===== config.mk =====
export PLATFORM = sky130hd
export DESIGN_NAME = logic_seq_64_flat
export DESIGN_NICKNAME = d
export VERILOG_FILES = /design/src/rtl/logic_seq_64_if.sv /design/src/rtl/logic_seq_64.sv /design/src/flat_wrapper.sv
export SDC_FILE = /design/constraint.sdc
export NUM_CORES = 1
export LEC_CHECK = 0
export ABC_AREA = 1
export BUFFER_PORTS_ARGS = -buffer_cell sky130_fd_sc_hd__buf_4
export CORE_ASPECT_RATIO = 0.6
export CORE_MARGIN = 1
export CORE_UTILIZATION = 55
export DETAILED_ROUTE_END_ITERATION = 16
export MAX_ROUTING_LAYER = met4
export PLACE_DENSITY_LB_ADDON = 0.1
export SLEW_MARGIN = 20
export SYNTH_ARGS = -nofsm -noshare
export SYNTH_HDL_FRONTEND = slang
export SYNTH_SLANG_ARGS = --single-unit

===== constraint.sdc =====
create_clock -name clk -period 2.9 [get_ports clk]
set_input_delay 0.29 -clock clk [delete_from_list [all_inputs] [get_ports clk]]
set_output_delay 0.29 -clock clk [all_outputs]
set_load 0.005 [all_outputs]

===== src/rtl/logic_seq_64_if.sv =====
// logic_seq_64_if: valid/ready request and response bundle for the logic sequencer
interface logic_seq_64_if;
  logic        req_valid;
  logic        req_ready;
  logic [1:0]  req_op;
  logic [63:0] req_a;
  logic [63:0] req_b;
  logic        resp_valid;
  logic        resp_ready;
  logic [63:0] resp_result;
  logic        resp_zero;
  logic        resp_err;
  modport master (
    output req_valid, req_op, req_a, req_b, resp_ready,
    input  req_ready, resp_valid, resp_result, resp_zero, resp_err
  );
  modport slave (
    input  req_valid, req_op, req_a, req_b, resp_ready,
    output req_ready, resp_valid, resp_result, resp_zero, resp_err
  );
endinterface


===== src/rtl/logic_seq_64.sv =====
// logic_seq_64: 64-bit AND/OR/XOR sequencer time-sharing one SLICE_W-bit logic slice
module logic_seq_64 #(
  parameter int SLICE_W = 16
) (
  input logic           clk,
  input logic           rst,
  logic_seq_64_if.slave bus_io
);
  localparam int NBEATS = 64 / SLICE_W;
  localparam int KW = NBEATS > 1 ? $clog2(NBEATS) : 1;
  localparam logic [1:0] IDLE = 2'd0;
  localparam logic [1:0] BUSY = 2'd1;
  localparam logic [1:0] DONE = 2'd2;
  logic [1:0]         state_q, state_d;
  logic [KW-1:0]      k_q, k_d;
  logic [1:0]         op_q, op_d;
  logic [63:0]        a_q, a_d, b_q, b_d, res_q, res_d;
  logic               nz_q, nz_d, zero_q, zero_d, err_q, err_d;
  logic [5:0]         sh;
  logic [SLICE_W-1:0] sa, sb, sr;
  logic               last;
  assign sh   = 6'(int'(k_q) * SLICE_W);
  assign sa   = a_q[sh +: SLICE_W];
  assign sb   = b_q[sh +: SLICE_W];
  // illegal op 11 forces every slice to zero so the result and zero flag fall out naturally
  assign sr   = op_q == 2'b00 ? sa & sb :
                op_q == 2'b01 ? sa | sb :
                op_q == 2'b10 ? sa ^ sb : '0;
  assign last = k_q == KW'(NBEATS - 1);
  assign bus_io.req_ready   = state_q == IDLE && !rst;
  assign bus_io.resp_valid  = state_q == DONE;
  assign bus_io.resp_result = res_q;
  assign bus_io.resp_zero   = zero_q;
  assign bus_io.resp_err    = err_q;
  always_comb begin
    state_d = state_q;
    k_d     = k_q;
    op_d    = op_q;
    a_d     = a_q;
    b_d     = b_q;
    res_d   = res_q;
    nz_d    = nz_q;
    zero_d  = zero_q;
    err_d   = err_q;
    if (state_q == IDLE && bus_io.req_valid) begin
      state_d = BUSY;
      op_d    = bus_io.req_op;
      a_d     = bus_io.req_a;
      b_d     = bus_io.req_b;
      res_d   = '0;
      nz_d    = 1'b0;
      k_d     = '0;
      zero_d  = 1'b0;
      err_d   = &bus_io.req_op;
    end
    if (state_q == BUSY) begin
      res_d[sh +: SLICE_W] = sr;
      nz_d = nz_q | (|sr);
      k_d  = k_q + 1'b1;
      // the last beat's slice is not yet in nz_q, so merge it directly into the flag
      if (last) begin
        state_d = DONE;
        zero_d  = ~(nz_q | (|sr));
      end
    end
    if (state_q == DONE && bus_io.resp_ready) state_d = IDLE;
  end
  always_ff @(posedge clk) begin
    if (rst) begin
      state_q <= IDLE;
      k_q     <= '0;
      op_q    <= '0;
      a_q     <= '0;
      b_q     <= '0;
      res_q   <= '0;
      nz_q    <= 1'b0;
      zero_q  <= 1'b0;
      err_q   <= 1'b0;
    end else begin
      state_q <= state_d;
      k_q     <= k_d;
      op_q    <= op_d;
      a_q     <= a_d;
      b_q     <= b_d;
      res_q   <= res_d;
      nz_q    <= nz_d;
      zero_q  <= zero_d;
      err_q   <= err_d;
    end
  end
endmodule


===== src/flat_wrapper.sv =====
// flat-port wrapper written by rule: the top's interface ports become plain ports
module logic_seq_64_flat 
#(
  parameter int SLICE_W = 16
)
  (clk, rst, bus_io_req_valid, bus_io_req_op, bus_io_req_a, bus_io_req_b, bus_io_resp_ready, bus_io_req_ready, bus_io_resp_valid, bus_io_resp_result, bus_io_resp_zero, bus_io_resp_err);
  logic_seq_64_if bus_io_i ();
  input logic clk;
  input logic rst;
  input wire logic [$bits(bus_io_i.req_valid)-1:0] bus_io_req_valid;
  input wire logic [$bits(bus_io_i.req_op)-1:0] bus_io_req_op;
  input wire logic [$bits(bus_io_i.req_a)-1:0] bus_io_req_a;
  input wire logic [$bits(bus_io_i.req_b)-1:0] bus_io_req_b;
  input wire logic [$bits(bus_io_i.resp_ready)-1:0] bus_io_resp_ready;
  output wire logic [$bits(bus_io_i.req_ready)-1:0] bus_io_req_ready;
  output wire logic [$bits(bus_io_i.resp_valid)-1:0] bus_io_resp_valid;
  output wire logic [$bits(bus_io_i.resp_result)-1:0] bus_io_resp_result;
  output wire logic [$bits(bus_io_i.resp_zero)-1:0] bus_io_resp_zero;
  output wire logic [$bits(bus_io_i.resp_err)-1:0] bus_io_resp_err;
  assign bus_io_i.req_valid = bus_io_req_valid;
  assign bus_io_i.req_op = bus_io_req_op;
  assign bus_io_i.req_a = bus_io_req_a;
  assign bus_io_i.req_b = bus_io_req_b;
  assign bus_io_i.resp_ready = bus_io_resp_ready;
  assign bus_io_req_ready = bus_io_i.req_ready;
  assign bus_io_resp_valid = bus_io_i.resp_valid;
  assign bus_io_resp_result = bus_io_i.resp_result;
  assign bus_io_resp_zero = bus_io_i.resp_zero;
  assign bus_io_resp_err = bus_io_i.resp_err;
  logic_seq_64 #(.SLICE_W(SLICE_W)) u_core (.clk(clk), .rst(rst), .bus_io(bus_io_i));
endmodule

# Word level (Yosys, flattened, before mapping)
# Index checks and enable logic that the tools add are counted.
# W data, S select, Z words.
# classes
shifts,4
n_eq_ne,5
n_mux,16
n_div,0
order_cmp,0
bitwise,5
n_reduce_logical,10
mul,0
n_addsub,2
# op_table
cell,count
$mux W64,2
$shiftx A64 B7 Y16,2
$bwmux W64,1
$shift A16 B8 Y64 const A,1
$shiftx A16 B8 Y64,1
$mux W16,3
$and A16 B16 Y16,1
$or A16 B16 Y16,1
$reduce_or A16 Y1,1
$xor A16 B16 Y16,1
$mux W2,5
$neg A6 Y8,1
$eq A2 B2 Y1 const B,3
$mux W1,5
$eq A2 B1 Y1 const B,2
$logic_not A2 Y1,2
$logic_and A1 B1 Y1,3
$add A2 B1 Y2 const B,1
$reduce_and A2 Y1,1
$reduce_bool A2 Y1,1
$reduce_or A2 Y1,1
$logic_not A1 Y1,1
$not A1 Y1,1
$or A1 B1 Y1,1
# totals
ram_bits,0
rom_bits,0
register_bits,201
memories,0
wordCells,51
latch_bits,0
inputBits,134

# Longest topological paths before layout
# Gate-level depths: netlist of the first run.
# logic_depth
word_depth,10
mapped_depth,16

# Least setup slack after synthesis of the first run
# OpenSTA, ideal clock, no wires.
# synth_path
path_type,register to register
from,register u_core.k_q[1]
to,register u_core.nz_q
t_arrival_ns,2.143
setup_time_ns,0.131
path_stages_with_launch,16
path_buffers,2
setup_slack_ns,0.626
path_cell_list,dfxtp_1 > inv_1 > clkbuf_1 > clkbuf_1 > a21oi_1 > a32oi_1 > inv_1 > ha_1 > nand3_1 > nand3_1 > nor2_1 > nand3_1 > nor2_1 > nand2_1 > nand2_1 > a21oi_2
# synth_between
elab_chain_cells,8
word_cells_on_any_way,11
# synth_lines
element,line_no,rtl
start: declaration,logic_seq_64.sv:15,"logic [KW-1:0] k_q, k_d;"
start signal: assignment,logic_seq_64.sv:81,k_q <= k_d;
$shiftx A64 B7 Y16 (on tied branches),"logic_seq_64.sv:23, logic_seq_64.sv:24",
$xor A16 B16 Y16,logic_seq_64.sv:28,op_q == 2'b10 ? sa ^ sb : '0;
$mux W16,logic_seq_64.sv:28,
$mux W16,logic_seq_64.sv:27,op_q == 2'b01 ? sa | sb :
$mux W16 *,logic_seq_64.sv:26,assign sr = op_q == 2'b00 ? sa & sb :
$reduce_or A16 Y1 *,logic_seq_64.sv:58,nz_d = nz_q | (|sr);
$or A1 B1 Y1 *,logic_seq_64.sv:58,
$mux W1 *,logic_seq_64.sv:56,if (state_q == BUSY) begin
end signal: assignment,logic_seq_64.sv:86,nz_q <= nz_d;
end: declaration,logic_seq_64.sv:18,"logic nz_q, nz_d, zero_q, zero_d, err_q, err_d;"
# Mark *: on every way between the ends. The rest lies on a longest branch, timed or not.
# A chain may end at the register's enable or synchronous reset.

# Final worst setup path of the first run
# layout_path
from,register u_core.k_q[0]
to,"register u_core.zero_q, in the netlist u_core.bus_io.resp_zero"
# layout_between
elab_chain_cells,10
word_cells_on_any_way,14
# layout_lines
element,line_no,rtl
$shiftx A64 B7 Y16 (on tied branches),"logic_seq_64.sv:23, logic_seq_64.sv:24",
$xor A16 B16 Y16,logic_seq_64.sv:28,
$mux W16,logic_seq_64.sv:28,
$mux W16,logic_seq_64.sv:27,
$mux W16,logic_seq_64.sv:26,
$reduce_or A16 Y1,logic_seq_64.sv:63,zero_d = ~(nz_q | (|sr));
$or A1 B1 Y1,logic_seq_64.sv:63,
$not A1 Y1,logic_seq_64.sv:63,
$mux W1 *,logic_seq_64.sv:61,if (last) begin
$mux W1 *,logic_seq_64.sv:56,
end signal: assignment,logic_seq_64.sv:87,zero_q <= zero_d;
end: declaration,logic_seq_64.sv:18,
# Marks and branches as above.

==> metrics.cfg, run 1 <==
[status]
outcome=finished clean

[critical_path]
r2r_slack_ns=0.24
path_max_fanout=33
reg2reg_from=u_core.k_q[0]
reg2reg_depth=13
crit_required_ns=3.27
crit_arrival_ns=3.03
r2r_end=u_core.bus_io.resp_zero
cp-end-kind=flop
crit_path_start_kind=flop
crit_type=reg -> reg

[timing]
min_period_ns=2.659
setup_viol_count_final=0
worstMarginPinSlew_ns=0.6932
finalMaxSlewViolations=0
finalHoldViolCount=0
finClkSkew_ns=0.03340
post-route-period-util=0.9170
fmax_mhz=376.0
rsz0062_at_grt=no
slew_headroom=0.5374
setup_tns_ns=0

[pwr]
irDropWorstVdd_v=0.0003296
p_leak_uw=0.004974
powerDensity_nw_per_um2=590.1

[global_routing]
grt_first_pass_wirelength_um=43150
grt_max_degree=88
grt_use_met3=0.04454
grt_overflow=0
use_met1=0.4955
grt_usage=0.3278
grt-busiest-layer=met1
gr-usage-met2=0.4673
antenna_found_initial=0
grt_pass1_vias=7992

[floorplan]
die_h_um=101.9
core_area_um2=16260
die-area_um2=17180
dieWidth_um=168.6
rows=36
start_util=0.5631
num_io_pins=202

[run]
maxCapViolations=0

[worst_hold_path]
whs_path_depth=3
hp-class=in -> reg
hold_start=bus_io_req_b[10]
hold_path_end=u_core.b_q[10]

[final_layout]
multiInputGateArea_um2=4511
diodes=0
fill_cells=1404
layout-drive-gt1-share=0.1938
syn_to_final_growth_pct=24.75
fin_area_um2=11420
ff_latch_area_um2=4025
nets=1606

[synth]
ys_seq_elements=201
syn-cell-area_um2=9156
synthesis.nets=1456
seq_area_frac_synth=0.4395
syn_avg_cell_area_um2=7.131
synth_cells=1284
yosys_warnings=0
ys_types=24

[placed_design]
io_buffer_count=201
dpl-instance-area_um2=10780
gp_congestion=0.9523
dpl.hpwl_um=19840

[drt]
wl_per_cell_um=16.36
viasPerCell=5.475
drt_iter0_markers=1092
drc=0
antenna_left=0
firstDrtPassIters=5
via_count=9159
wl_um=27370

[cts]
h-tree-depth=1
cts_setup_buffers=0
clock_latency_ns=0.50
cts_tree=done
path_clk_slew_ns=0.07
holdBufCountCts=0
cts_root_buf=clkbuf_16
clock-sinks=201
cts_buffer_depth=3
cts_resized=0
cts_made_buffers=19

[sequential cells by signal, summed over array words and instances, names as in the netlist]
name                       count
u_core.a_q                    64
u_core.b_q                    64
u_core.bus_io.resp_result     64
u_core.k_q                     2
u_core.op_q                    2
u_core.state_q                 2
u_core.bus_io.resp_err         1
u_core.bus_io.resp_zero        1
u_core.nz_q                    1
[worst max-delay path, cell delays in order (launching register included)]
cell     delay (ns)
dfxtp_2        0.34
inv_2          0.08
buf_4          0.30
nand2_1        0.09
a32oi_1        0.43
inv_1          0.09
ha_1           0.28
nand3_1        0.08
nand3_1        0.18
nor2_1         0.13
nand3_1        0.08
nor2_1         0.10
nand2_1        0.08
a21oi_1        0.28
[cell families (layout without fill, tap and decap cells)]
| kind of cell | after synthesis | after routing | share of synthesized area |
|---|---|---|---|
| AO/OA/AOI/OAI | 266 | 266 | 0.1589 |
| buffers and inverters | 154 | 315 | 0.06928 |
| adder cells (fa/ha/maj) | 38 | 38 | 0.05193 |
| AND/OR/NAND/NOR | 625 | 625 | 0.2804 |
| flip-flops | 201 | 201 | 0.4395 |
[stage by stage]
step                      total power, uW  utilization  hold slack (ns)  worst slack [ns]  cells
after floorplan                      3792            -           0.4346            0.6261   1284
after global routing                 7022       0.7024          0.05714           0.03739   1673
after detailed placement             4211       0.6631           0.4592            0.2466   1641
after CTS                            6726       0.7020          0.03751            0.2253   1673
after global placement               4187       0.6631           0.4596            0.2811   1641
final                                6740       0.7024          0.04591            0.2408   1673
[final cells by class]
cell class / instances / share of cell area
inverters: 59 / 0.01961
multi-input cells: 929 / 0.3949
repair buffers: 224 / 0.1527
well taps: 228 / 0.02498
flip-flops and latches: 201 / 0.3524
clock inverters: 6 / 0.007996
clock buffers: 26 / 0.04743
[power by group]
group	internal (uW)	switching [uW]	total, uW	leakage, uW
combinational	427	694	1120	0.00301
sequential	2930	120	3060	0.00165
clock	1490	1070	2560	0.000313
total	4850	1890	6740	0.00497
[cells in the mapped netlist]
master | count | area [um2]
nor2_1 | 290 | 1089
nand2_1 | 219 | 822.0
dfxtp_1 | 201 | 4024
clkbuf_1 | 56 | 210.2
nor2_2 | 2 | 12.51
buf_1 | 13 | 48.80
buf_4 | 2 | 15.01
nor4_4 | 1 | 21.27
clkinv_1 | 1 | 3.750
nor3_1 | 4 | 20.02
nor2_4 | 2 | 22.52
ha_1 | 38 | 475.5
nand3_1 | 94 | 470.5
inv_1 | 54 | 202.7
a32oi_1 | 32 | 280.3
nand3b_1 | 2 | 15.01
o21ai_0 | 130 | 650.6
a21oi_2 | 1 | 8.760
nand3_2 | 7 | 70.07
nand2_2 | 4 | 25.02
buf_2 | 21 | 105.1
buf_6 | 3 | 33.78
inv_2 | 4 | 15.01
a21oi_1 | 103 | 515.5
[how the worst max path moves through the flow]
stage,start,end,slack [ns],depth (start not counted)
after floorplan,u_core.k_q[1],u_core.nz_q,0.63,15
after global placement,u_core.k_q[0],u_core.bus_io.resp_zero,0.28,13
after detailed placement,u_core.k_q[0],u_core.bus_io.resp_zero,0.25,13
after CTS,u_core.k_q[0],u_core.bus_io.resp_zero,0.23,13
after global routing,u_core.k_q[0],u_core.bus_io.resp_zero,0.04,13
final,u_core.k_q[0],u_core.bus_io.resp_zero,0.24,13
[metal layers]
metal | routed length (um) | vias to the layer above | part of all wire
met5 | 0 | - | 0
met1 | 13520 | 4290 | 0.49
met3 | 2211 | 21 | 0.081
li1 | - | 4489 | -
met2 | 11370 | 359 | 0.42
met4 | 269 | 0 | 0.0098
[cells in the final DEF, fill, tap and decap left out]
master	count
nor2_1	290
nand2_1	219
buf_4	219
dfxtp_1	200
o21ai_0	130
a21oi_1	103
nand3_1	94
inv_1	51
ha_1	38
a32oi_1	31
clkbuf_16	19
inv_2	7
nand3_2	7
buf_12	5
nor3_1	4
clkbuf_8	4
nand2_2	3
clkinv_2	3
clkbuf_1	3
nand3b_1	2
nor2_4	2
nor2_2	2
bufinv_16	2
a32oi_2	1
nor4_4	1
nand2_4	1
inv_4	1
a21oi_2	1
clkinv_8	1
dfxtp_2	1
Power figures use the tool's default switching activity.
==> run 2, diff against run 1 <==
- CAP_MARGIN: unset -> 20
- clock period: 2.9 -> 2.98 ns (I/O delays scaled with it)
==> metrics.cfg, run 2 (synthesized netlist as in run 1, its figures left out) <==
[drt]
highest_layer=met4
firstDrtPassIters=6  ; +1
via_count=9071  ; -0.96%
drt_iter0_markers=1107  ; +1.4%
drc=0  ; unchanged
wl_met1_um=13050  ; -3.5%
viasPerCell=5.448  ; -0.48%
wl_um=27320  ; -0.18%
antenna_left=0  ; unchanged
wl_per_cell_um=16.41  ; +0.30%
met3WireLength_um=2882  ; +30%
met2_length_um=11150  ; -2.0%

[final_layout]
fill_cells=1408  ; +0.28%
syn_to_final_growth_pct=23.34
diodes=0  ; unchanged
layout-drive-gt1-share=0.1858  ; -0.007968
layout_commonest_cell=nor2_1
nets=1600  ; -0.37%
final_cell_mix=290 x nor2_1, 219 x nand2_1, 213 x buf_4
fin_area_um2=11290  ; -1.1%
multiInputGateArea_um2=4503  ; -0.17%
ff_latch_area_um2=4025  ; unchanged
fin_cells=1665  ; -0.48%

[floorplan]
die-area_um2=17180  ; unchanged
num_io_pins=202  ; unchanged
core_area_um2=16260  ; unchanged
dieWidth_um=168.6  ; unchanged
die_h_um=101.9  ; unchanged
start_util=0.5631  ; unchanged
rows=36  ; unchanged

[critical_path]
crit_path_start_kind=flop
reg2reg_from=u_core.k_q[1]
cp-end-kind=flop
critPathSlowestCell=a32oi_1
path_buf_inv=3  ; unchanged
crit_family=simple AND/OR/NAND/NOR gates
critical_path.max_stage_delay_ns=0.38  ; -0.05 ns
crit_required_ns=3.32  ; +0.05 ns
timing.critical_path.mode_cell=nand3_1
crit_type=reg -> reg
crit_arrival_ns=3.16  ; +0.13 ns
crit_path_cell_trace=inv_2, buf_4, a21oi_1, a32oi_1, inv_1, ha_1, nand3_1, nand3_1, nor2_1, nand3_1, nor2_1, nand2_1, nand2_1, a21oi_2
crit_path_start=u_core.k_q[1]
path_max_fanout=22  ; -33%

[placed_design]
io_buffer_count=201  ; unchanged
dpl-instance-area_um2=10740  ; -0.42%
dpl.hpwl_um=19480  ; -1.8%
gp_congestion=0.9981  ; +4.8%
placed_cells=1635  ; -0.37%

[pwr]
p_leak_uw=0.004899  ; -1.5%
powerDensity_nw_per_um2=557.5  ; -5.5%
irDropWorstVdd_v=0.0002998  ; -9.0%

[worst_hold_path]
hp-class=in -> reg
hold_start=bus_io_req_b[52]

[cts]
cts_setup_buffers=0  ; unchanged
cts_buffer_depth=3  ; unchanged
clock-sinks=201  ; unchanged
cts_resized=0  ; unchanged
cts_made_buffers=19  ; unchanged
h-tree-depth=1  ; unchanged
path_clk_slew_ns=0.06  ; about the same
holdBufCountCts=0  ; unchanged
cts_tree=done
clock_latency_ns=0.48  ; -0.02 ns
cts_root_buf=clkbuf_16

[global_routing]
grt_first_pass_wirelength_um=42460  ; -1.6%
grt_usage=0.3269  ; -0.0009206
grt_max_degree=198  ; +130%
grt_overflow=0  ; unchanged
antenna_found_initial=0  ; unchanged
grt_pass1_vias=8005  ; +0.16%

[timing]
setup_viol_count_final=0  ; unchanged
worstMarginPinSlew_ns=0.7645  ; +0.07134 ns
rsz0062_at_grt=no
setup_tns_ns=0  ; unchanged
finalHoldViolCount=0  ; unchanged
slew_headroom=0.4898  ; -0.04761
post-route-period-util=0.9466  ; +0.02962
finalMaxSlewViolations=0  ; unchanged
fmax_mhz=354.5  ; -5.7%
min_period_ns=2.821  ; +0.1616 ns
finClkSkew_ns=0.01738  ; -0.01602 ns

[status]
outcome=finished clean

[run]
maxCapViolations=0  ; unchanged

run 2: worst min-delay path: stages:
cell	delay (ns)
buf_4	0.08
o21ai_0	0.07
nor2_1	0.07
run 2: worst paths after layout:
check | end | slack, ns | cells past startpoint
min | u_core.b_q[52] | 0.07 | 3
max | u_core.nz_q | 0.16 | 14
max reg2reg | u_core.nz_q | 0.16 | 14
min reg2reg | u_core.bus_io.resp_err | 0.47 | 2
run 2: routing by layer:
layer | vias to the layer above | global-route usage
met2 | 399 | 0.4708
met1 | 4171 | 0.4737
li1 | 4479 | -
met3 | 22 | 0.07126
met5 | - | -
met4 | 0 | 0.04965
run 2: final cells by class:
class,instances,area share
multi-input combinational,929,0.3987
sequential,201,0.3564
timing repair buffer,218,0.1505
tap,228,0.02526
inverter,59,0.01983
clock buffer,30,0.04930
run 2: power breakdown:
group / internal, uW / switching, uW
combinational: 409 / 683
clock: 1270 / 967
sequential: 2860 / 110
total: 4540 / 1760
run 2: stage by stage:
stage               setup WS, ns  hold slack, ns  power (uW)  utilization
CTS                       0.2506         0.06207        6302       0.6945
floorplan                 0.7061          0.4426        3690            -
detailed placement        0.2824          0.4560        4096       0.6603
global route            0.009778         0.07103        6583       0.6945
global placement          0.2926          0.4536        4066       0.6603
finish                    0.1592         0.06665        6297       0.6945
